## config.mk

```make
export PLATFORM = sky130hd
export DESIGN_NAME = grn_node_mv_flat
export DESIGN_NICKNAME = d
export VERILOG_FILES = /design/src/rtl/grn_pkg.sv /design/src/rtl/grn_node_mv_if.sv /design/src/rtl/grn_trend.sv /design/src/rtl/grn_node_mv.sv /design/src/flat_wrapper.sv
export SDC_FILE = /design/constraint.sdc
export NUM_CORES = 1
export LEC_CHECK = 0
export CAP_MARGIN = 20
export CORE_MARGIN = 2
export CORE_UTILIZATION = 49
export DETAILED_ROUTE_END_ITERATION = 10
export PLACE_DENSITY = 0.78
export REMOVE_ABC_BUFFERS = 1
export SLEW_MARGIN = 20
export SYNTH_ARGS = -nofsm -noshare
export SYNTH_HDL_FRONTEND = slang
export SYNTH_HIERARCHICAL = 1
export SYNTH_SLANG_ARGS = --single-unit
```

## constraint.sdc

```tcl
create_clock -name clk -period 1.47 [get_ports clk]
set_input_delay 0.294 -clock clk [delete_from_list [all_inputs] [get_ports clk]]
set_output_delay 0.294 -clock clk [all_outputs]
set_load 0.005 [all_outputs]
```

## src/rtl/grn_pkg.sv

```systemverilog
// grn_pkg: shared trend type and the popcount/saturating-step helpers for GRN nodes.
package grn_pkg;

    typedef enum logic [1:0] {TR_HOLD, TR_UP, TR_DOWN} trend_t;

    function automatic int unsigned popcount(input logic [31:0] v);
        int unsigned n;
        n = 0;
        for (int k = 0; k < 32; k++) n += 32'(v[k]);
        return n;
    endfunction

    // One-unit move toward the trend, clamped to [0, 2^w-1].
    function automatic logic [31:0] step(input logic [31:0] lv, input trend_t tr, input int unsigned w);
        logic [32:0] m;
        m = (33'd1 << w) - 33'd1;
        return (tr == TR_UP)   ? ((33'(lv) >= m) ? lv : lv + 32'd1) :
               (tr == TR_DOWN) ? ((lv == 32'd0) ? lv : lv - 32'd1) : lv;
    endfunction

endpackage

```

## src/rtl/grn_node_mv_if.sv

```systemverilog
// grn_node_mv_if: control, regulator and level signals of one GRN node.
interface grn_node_mv_if #(
    parameter int WIDTH = 2,
    parameter int N_ACT = 2,
    parameter int N_INH = 1
);
    logic             reset_nos;
    logic [WIDTH-1:0] init_state;
    logic             start_s0;
    logic             start_s1;
    logic [N_ACT-1:0] act_s0;
    logic [N_INH-1:0] inh_s0;
    logic [N_ACT-1:0] act_s1;
    logic [N_INH-1:0] inh_s1;
    logic [WIDTH-1:0] s0;
    logic [WIDTH-1:0] s1;
    logic             upd_s0;
    logic             stable;

    modport master (output reset_nos, init_state, start_s0, start_s1, act_s0, inh_s0, act_s1, inh_s1,
                    input  s0, s1, upd_s0, stable);
    modport slave  (input  reset_nos, init_state, start_s0, start_s1, act_s0, inh_s0, act_s1, inh_s1,
                    output s0, s1, upd_s0, stable);
endinterface

```

## src/rtl/grn_trend.sv

```systemverilog
// grn_trend: combinational consensus of activator vs inhibitor vote counts.
module grn_trend
    import grn_pkg::*;
#(
    parameter int N_ACT = 2,
    parameter int N_INH = 1
) (
    input  logic [N_ACT-1:0] i_act,
    input  logic [N_INH-1:0] i_inh,
    output trend_t           o_trend
);
    int unsigned w_a, w_i;

    always_comb begin
        w_a = popcount(32'(i_act));
        w_i = popcount(32'(i_inh));
        o_trend = (w_a > w_i) ? TR_UP : (w_a < w_i) ? TR_DOWN : TR_HOLD;
    end
endmodule

```

## src/rtl/grn_node_mv.sv

```systemverilog
// grn_node_mv: multi-valued GRN node with delayed async (s0) and sync (s1) levels
// plus attractor detection on the sync channel.
module grn_node_mv
    import grn_pkg::*;
#(
    parameter int WIDTH    = 2,
    parameter int N_ACT    = 2,
    parameter int N_INH    = 1,
    parameter int DELAY    = 2,
    parameter int STABLE_N = 4
) (
    input logic clk,
    input logic rst,
    grn_node_mv_if.slave nb
);
    localparam int CW = (DELAY > 1) ? $clog2(DELAY) : 1;
    localparam int SW = $clog2(STABLE_N + 1);

    trend_t           w_t0, w_t1;
    logic [WIDTH-1:0] w_n0, w_n1;
    logic [SW-1:0]    w_sc_nxt;
    logic [WIDTH-1:0] r_s0, r_s1;
    logic [CW-1:0]    r_cnt;
    logic [SW-1:0]    r_sc;
    logic             r_upd, r_stable;

    grn_trend #(.N_ACT(N_ACT), .N_INH(N_INH)) u_t0 (.i_act(nb.act_s0), .i_inh(nb.inh_s0), .o_trend(w_t0));
    grn_trend #(.N_ACT(N_ACT), .N_INH(N_INH)) u_t1 (.i_act(nb.act_s1), .i_inh(nb.inh_s1), .o_trend(w_t1));

    always_comb begin
        w_n0 = WIDTH'(step(32'(r_s0), w_t0, WIDTH));
        w_n1 = WIDTH'(step(32'(r_s1), w_t1, WIDTH));
        w_sc_nxt = (w_n1 != r_s1) ? '0 : (r_sc == SW'(STABLE_N)) ? r_sc : r_sc + 1'b1;
    end

    always_ff @(posedge clk or posedge rst) begin
        if (rst) begin
            r_s0     <= '0;
            r_s1     <= '0;
            r_cnt    <= CW'(DELAY - 1);
            r_sc     <= '0;
            r_upd    <= 1'b0;
            r_stable <= 1'b0;
        end else if (nb.reset_nos) begin
            r_s0     <= nb.init_state;
            r_s1     <= nb.init_state;
            r_cnt    <= '0;
            r_sc     <= '0;
            r_upd    <= 1'b0;
            r_stable <= 1'b0;
        end else begin
            r_upd <= nb.start_s0 && (r_cnt == '0);
            if (nb.start_s0) begin
                r_s0  <= (r_cnt == '0) ? w_n0 : r_s0;
                r_cnt <= (r_cnt == '0) ? CW'(DELAY - 1) : r_cnt - 1'b1;
            end
            if (nb.start_s1) begin
                r_s1     <= w_n1;
                r_sc     <= w_sc_nxt;
                r_stable <= (w_sc_nxt == SW'(STABLE_N));
            end
        end
    end

    assign nb.s0     = r_s0;
    assign nb.s1     = r_s1;
    assign nb.upd_s0 = r_upd;
    assign nb.stable = r_stable;
endmodule

```

## src/flat_wrapper.sv

```systemverilog
// flat-port wrapper written by rule: the top's interface ports become plain ports
module grn_node_mv_flat import grn_pkg::*;
#(
    parameter int WIDTH    = 2,
    parameter int N_ACT    = 2,
    parameter int N_INH    = 1,
    parameter int DELAY    = 2,
    parameter int STABLE_N = 4
)
  (clk, rst, nb_reset_nos, nb_init_state, nb_start_s0, nb_start_s1, nb_act_s0, nb_inh_s0, nb_act_s1, nb_inh_s1, nb_s0, nb_s1, nb_upd_s0, nb_stable);
  grn_node_mv_if #(.WIDTH(WIDTH), .N_ACT(N_ACT), .N_INH(N_INH)) nb_i ();
  input logic clk;
  input logic rst;
  input wire logic [$bits(nb_i.reset_nos)-1:0] nb_reset_nos;
  input wire logic [$bits(nb_i.init_state)-1:0] nb_init_state;
  input wire logic [$bits(nb_i.start_s0)-1:0] nb_start_s0;
  input wire logic [$bits(nb_i.start_s1)-1:0] nb_start_s1;
  input wire logic [$bits(nb_i.act_s0)-1:0] nb_act_s0;
  input wire logic [$bits(nb_i.inh_s0)-1:0] nb_inh_s0;
  input wire logic [$bits(nb_i.act_s1)-1:0] nb_act_s1;
  input wire logic [$bits(nb_i.inh_s1)-1:0] nb_inh_s1;
  output wire logic [$bits(nb_i.s0)-1:0] nb_s0;
  output wire logic [$bits(nb_i.s1)-1:0] nb_s1;
  output wire logic [$bits(nb_i.upd_s0)-1:0] nb_upd_s0;
  output wire logic [$bits(nb_i.stable)-1:0] nb_stable;
  assign nb_i.reset_nos = nb_reset_nos;
  assign nb_i.init_state = nb_init_state;
  assign nb_i.start_s0 = nb_start_s0;
  assign nb_i.start_s1 = nb_start_s1;
  assign nb_i.act_s0 = nb_act_s0;
  assign nb_i.inh_s0 = nb_inh_s0;
  assign nb_i.act_s1 = nb_act_s1;
  assign nb_i.inh_s1 = nb_inh_s1;
  assign nb_s0 = nb_i.s0;
  assign nb_s1 = nb_i.s1;
  assign nb_upd_s0 = nb_i.upd_s0;
  assign nb_stable = nb_i.stable;
  grn_node_mv #(.WIDTH(WIDTH), .N_ACT(N_ACT), .N_INH(N_INH), .DELAY(DELAY), .STABLE_N(STABLE_N)) u_core (.clk(clk), .rst(rst), .nb(nb_i));
endmodule
```

==> impl_metrics.toml, run 1 <==
[critical_path]
worstPathCellList = "buf_2, ha_4, inv_2, ha_4, nor2b_4, o21ai_1, o2111a_1, o41ai_2"
worstPathRequired_ns = 1.64
start_kind = "input port"
slowest_delay_ns = 0.30
worst-path-buf-inv = 2
critPathMaxFanout = 7
reg2reg_depth = 5
crit_arrival_ns = 1.63
crit_top_cell = "ha_4"
crit_family = "compound AO/OA/AOI/OAI gates"
slowest_stage = "o41ai_2"
rrSetupSlack_ns = 0.05
path_class = "input port to flip-flop"
endpoint_kind = "flip-flop"
cp_num_cells = 8

[pwr]
p_leak_uw = 0.000597
p_int_uw = 644
power_switching_uw = 305
total_power_uw = 949
sequentialPowerShare = 0.334
power.switching_fraction = 0.322
ir_drop_v = 0.000719
power_frac_comb = 0.395
power.density_nw_per_um2 = 712
pwr-share-clk = 0.271

[timing]
worst_pin_slew_ns = 0.381
finalMaxSlewViolations = 0
period_needed_ns = 1.46
min_period_over_period = 0.994
hold_violations = 0
slew_headroom = 0.746
max_freq_mhz = 684
finalSetupViolCount = 0
finClkSkew_ns = 0.00168

[logic_synthesis]
ys_async_sr_fraction = 1.00
synth_top_area_frac = 0.270
synth_flop_cell = "dfrtp_1"
syn_area_um2 = 833
ys_warn_count = 6
yosys.area.top_type = "dfrtp_1"
synth_edf_count = 0
synth_cell_types = 36
postSynthAreaPerCell_um2 = 9.92
synth_common_cells = "dfrtp_1, inv_1, ha_1, nor2_1, nand2b_1"
ys_ff_latch = 10
synthMostInstantiatedCell = "dfrtp_1"
netlist_instances = 84
seq_area_frac_synth = 0.302
ys_top_cells_by_area = "dfrtp_1, ha_1, fa_1, o221ai_1, o41ai_2"

[floorplanning]
die_area_um2 = 2050
core_area_um2 = 1560
initial_core_util = 0.535
row_count = 14
io_pins = 19
die_h_um = 45.2
die_w_um = 45.2

[global_route]
grt_pass1_vias = 780
track_usage = 0.262
grt_pass1_wl_mm = 3.76
grt_max_degree = 13
antenna_found_initial = 0
overflow = 0

[routing]
route.detailed.drc = 0
drtIter0Drc = 18
vias = 836
routed_wl_mm = 2.53
dr.pass1.iters = 4
viasPerCell = 6.01
wire_per_inst_um = 18.2
antenna_left = 0

[finish]
nets = 145
stdcell_area_um2 = 1330
diodes = 0
fillCellCount = 84
drive_above_1_share = 0.488
utilization = 0.855
synthToLayoutAreaGrowth_pct = 59.9

[hold_path]
hold_class = "input port to asynchronous set/reset pin"

[clock_tree]
clk_latency_ns = 0.28
tritoncts = "built"
postCtsHoldBufs = 0
cts_sinks = 10
cts_made_buffers = 3
h-tree-depth = 1
clkTransAtPathRegs_ns = 0.07
cts-root-buf = "clkbuf_4"
cts_buffer_depth = 2

[placed_design]
gp_congestion = 0.838
dpl-instance-area_um2 = 1110
hpwl_mm = 1.40
numPortBuffers = 18

[run_status]
status = "finished, final reports clean"

[run]
max_cap_violations = 0
[power groups by stage]
| stage | clock network [uW] | registers [uW] | logic, uW |
|---|---|---|---|
| 2_1_floorplan | 0 | 328 | 128 |
| 3_3_place_gp | 0 | 330 | 250 |
| 3_5_place_dp | 0 | 332 | 257 |
| 4_1_cts | 265 | 315 | 326 |
| 5_1_grt | 281 | 320 | 401 |
| 6_report | 257 | 317 | 375 |
[worst reg2reg max path, delay by kind of cell (launching register included)]
kind | cells | cell delay (ns)
AOI/OAI and AO/OA | 1 | 0.29
and+or+nand+nor | 1 | 0.18
muxes | 1 | 0.09
buffers and inverters | 1 | 0.12
DFF | 1 | 0.43
adders and majority gates | 1 | 0.21
[state kept, by name, summed over array words and instances, names as in the netlist]
register and count:
u_core/nb.s0 2, u_core/nb.stable 1, u_core/r_sc 3, u_core/nb.s1 2, u_core/nb.upd_s0 1, u_core/r_cnt 1
[through the flow]
stage	hold WS [ns]	TNS [ns]	instances	setup slack, ns
4_1_cts	0.312	-0.00631	137	-0.00631
2_1_floorplan	0.133	-0.351	82	-0.126
3_3_place_gp	0.525	-4.66	127	-0.638
3_5_place_dp	0.545	-5.07	127	-0.738
5_1_grt	0.342	-0.0519	139	-0.0282
6_report	0.298	0	139	0.00907
[cell families (layout without fill, tap and decap cells)]
family / Yosys count / after routing / share of synthesized area
buffers and inverters: 9 / 48 / 0.0435
DFF: 10 / 10 / 0.302
xor gates and xnor gates: 1 / 1 / 0.0105
muxes: 1 / 1 / 0.0120
adders and majority gates: 8 / 8 / 0.138
AOI/OAI and AO/OA: 20 / 20 / 0.206
and+or+nand+nor: 35 / 35 / 0.288
[path summary, 6_finish.rpt]
check                               startpoint                to
worst max-delay path              nb_act_s1[1]   u_core/nb.s1[0]
worst min-delay path                       rst   u_core/nb.s0[0]
worst max register to register  u_core/r_sc[0]  u_core/nb.stable
worst min register to register    u_core/r_cnt      u_core/r_cnt
max in group asynchronous                  rst      u_core/r_cnt
min in group clk                  u_core/r_cnt      u_core/r_cnt
[routing by layer]
layer	track usage	wire length (um)	up-vias	share of wire
met1	0.338	1040	417	0.41
met4	0.106	87	0	0.034
met3	0.0520	94	8	0.037
met5	0	0	-	0
met2	0.426	1310	25	0.52
li1	-	-	386	-
[layout make-up]
class	count	area, um2	share of cell area
inverter	7	26.3	0.0197
timing repair buffer	37	303	0.227
sequential	10	253	0.190
multi-input combinational	65	694	0.521
clock buffer	4	36.3	0.0272
tap	16	20.0	0.0150
[cells in the final DEF (no fill, tap or decap), drive strengths merged, types with 2 or more instances in the layout]
master / n
nor2: 6
nand3b: 2
nor2b: 6
inv: 7
a21oi: 4
clkbuf: 5
and2b: 2
o21ai: 2
o31ai: 2
and4b: 2
nand2b: 5
o41ai: 3
o221ai: 4
clkdlybuf4s50: 11
fa: 2
nand2: 3
dfrtp: 9
buf: 23
ha: 6
[repair_timing]
action                     in CTS  in global routing
setup endpoints to repair      12                  8
pin swaps                      16                  4
buffers inserted                6                  2
resized for setup              37                 15
gates cloned                    0                  0
Power figures use the tool's default switching activity.
==> inputs of run 2 (changes only) <==
--- a/config.mk
+++ b/config.mk
@@ -9,7 +9,7 @@
 export CORE_MARGIN = 2
 export CORE_UTILIZATION = 49
 export DETAILED_ROUTE_END_ITERATION = 10
-export PLACE_DENSITY = 0.78
+export PLACE_DENSITY = 0.87
 export REMOVE_ABC_BUFFERS = 1
 export SLEW_MARGIN = 20
 export SYNTH_ARGS = -nofsm -noshare
==> run 2 against run 1 <==
Effect of this change:
- critical endpoint is now u_core/r_sc[1]
- highest routed layer unchanged
- cell area rose by 1.2%
- fmax down 2.9%
- sequential power hardly changed
- the run now ends with negative setup slack left
- global-route usage shrank 1.4 points
- via count up 1.6%
- critical path type unchanged
- clock power decreased by 5%
==> impl_metrics.toml, run 2 (synthesized netlist as in run 1, its figures left out) <==
[critical_path]
start_kind = "input port"
endpoint_kind = "flip-flop"
worstPathRequired_ns = 1.59
reg2reg_from = "u_core/r_sc[0]"
crit_start = "nb_act_s1[0]"
path_class = "input port to flip-flop"
critPathMaxFanout = 7
crit_arrival_ns = 1.63

[finish]
nets = 146
diodes = 0
synthToLayoutAreaGrowth_pct = 61.9
final_common_cell = "buf_4"
final_cell_mix = "buf_4, clkdlybuf4s50_1, dfrtp_1"
drive_above_1_share = 0.516
fillCellCount = 77
largest_register_ffs = 3
stdcell_area_um2 = 1350
top_register = "u_core/r_sc"

[floorplanning]
die_area_um2 = 2050
die_h_um = 45.2
row_count = 14
core_area_um2 = 1560
io_pins = 19
die_w_um = 45.2
initial_core_util = 0.535

[clock_tree]
cts_buffer_depth = 2
cts_made_buffers = 3
h-tree-depth = 1
tritoncts = "built"
clkTransAtPathRegs_ns = 0.07
postCtsHoldBufs = 0
clk_latency_ns = 0.26
cts_sinks = 10
cts-root-buf = "clkbuf_4"

[timing]
hold_ws_ns = 0.292
slew_headroom = 0.702
max_freq_mhz = 664
setup_slack_ns = -0.0352
period_needed_ns = 1.51
rsz0062_at_grt = "yes"
finalSetupViolCount = 3
worst_pin_slew_ns = 0.445
finClkSkew_ns = 0.00802
finalMaxSlewViolations = 0
hold_violations = 0
min_period_over_period = 1.02
setup_tns_ns = -0.0575

[pwr]
p_int_uw = 647
power.density_nw_per_um2 = 698
pwr-share-clk = 0.259
power_frac_comb = 0.404
power_switching_uw = 295
sequentialPowerShare = 0.337
power.switching_fraction = 0.313
p_leak_uw = 0.000605
ir_drop_v = 0.000970

[routing]
viasPerCell = 6.06
dr.pass1.iters = 4
drtIter0Drc = 21
routed_wl_mm = 2.56
antenna_left = 0
wire_per_inst_um = 18.3
vias = 849
route.detailed.drc = 0

[global_route]
overflow = 0
track_usage = 0.248
antenna_found_initial = 0
grt_max_degree = 13
grt_pass1_wl_mm = 3.68
grt_pass1_vias = 796

[placed_design]
gp_congestion = 0.811
numPortBuffers = 18
hpwl_mm = 1.51
dpl-instance-area_um2 = 1110

[run_status]
violations = "negative setup slack"
status = "finished, violations left"

[run]
max_cap_violations = 0

[hold_path]
hold_class = "input port to asynchronous set/reset pin"
[run 2: path summary, 6_finish.rpt]
check                                    to  cells past startpoint  slack [ns]
setup reg to reg           u_core/nb.stable                      5           0
hold reg to reg                u_core/r_cnt                      2        0.54
min in group clk               u_core/r_cnt                      2        0.54
max in group asynchronous      u_core/r_cnt                      2        0.88
hold / removal              u_core/nb.s0[0]                      2        0.29
setup / recovery             u_core/r_sc[1]                      9       -0.04
[run 2: cell type report]
type	instances	area [um2]	share of cell area
Clock buffer	4	36.3	0.0269
Sequential cell	10	254	0.188
Timing Repair Buffer	38	327	0.242
Inverter	7	26.3	0.0195
Multi-Input combinational cell	65	686	0.508
Tap cell	16	20.0	0.0148
[run 2: worst max-delay path: stages]
cell,delay [ns]
buf_2,0.13
ha_4,0.27
inv_2,0.04
ha_4,0.14
nor2b_4,0.15
nand2b_4,0.16
buf_4,0.15
o221ai_2,0.17
o221ai_2,0.13
[run 2: what timing repair did]
item	in CTS	in global routing
setup buffers	4	5
endpoints found under the hold margin	0	0
setup endpoints to repair	12	9
pin swaps	14	8
resized for setup	45	12
[run 2: power by group through the flow]
stage | logic, uW | registers [uW] | clock network (uW)
floorplan | 128 | 328 | 0
global placement | 246 | 330 | 0
detailed placement | 259 | 332 | 0
CTS | 334 | 314 | 246
global route | 406 | 318 | 275
finish | 381 | 318 | 244
[run 2: metrics by stage]
stage	cells	total power (uW)	worst slack (ns)	utilization
after floorplan	82	456	-0.126	-
after global placement	127	576	-0.646	0.709
after detailed placement	127	591	-0.733	0.709
after CTS	135	895	0.00997	0.820
after global routing	140	1000	-0.0469	0.865
final	140	942	-0.0352	0.865
[run 2: layer usage]
| layer | track usage | part of all wire |
|---|---|---|
| met1 | 0.321 | 0.41 |
| met3 | 0.0280 | 0.037 |
| met4 | 0.0765 | 0.012 |
| met2 | 0.431 | 0.54 |
| met5 | 0 | 0 |
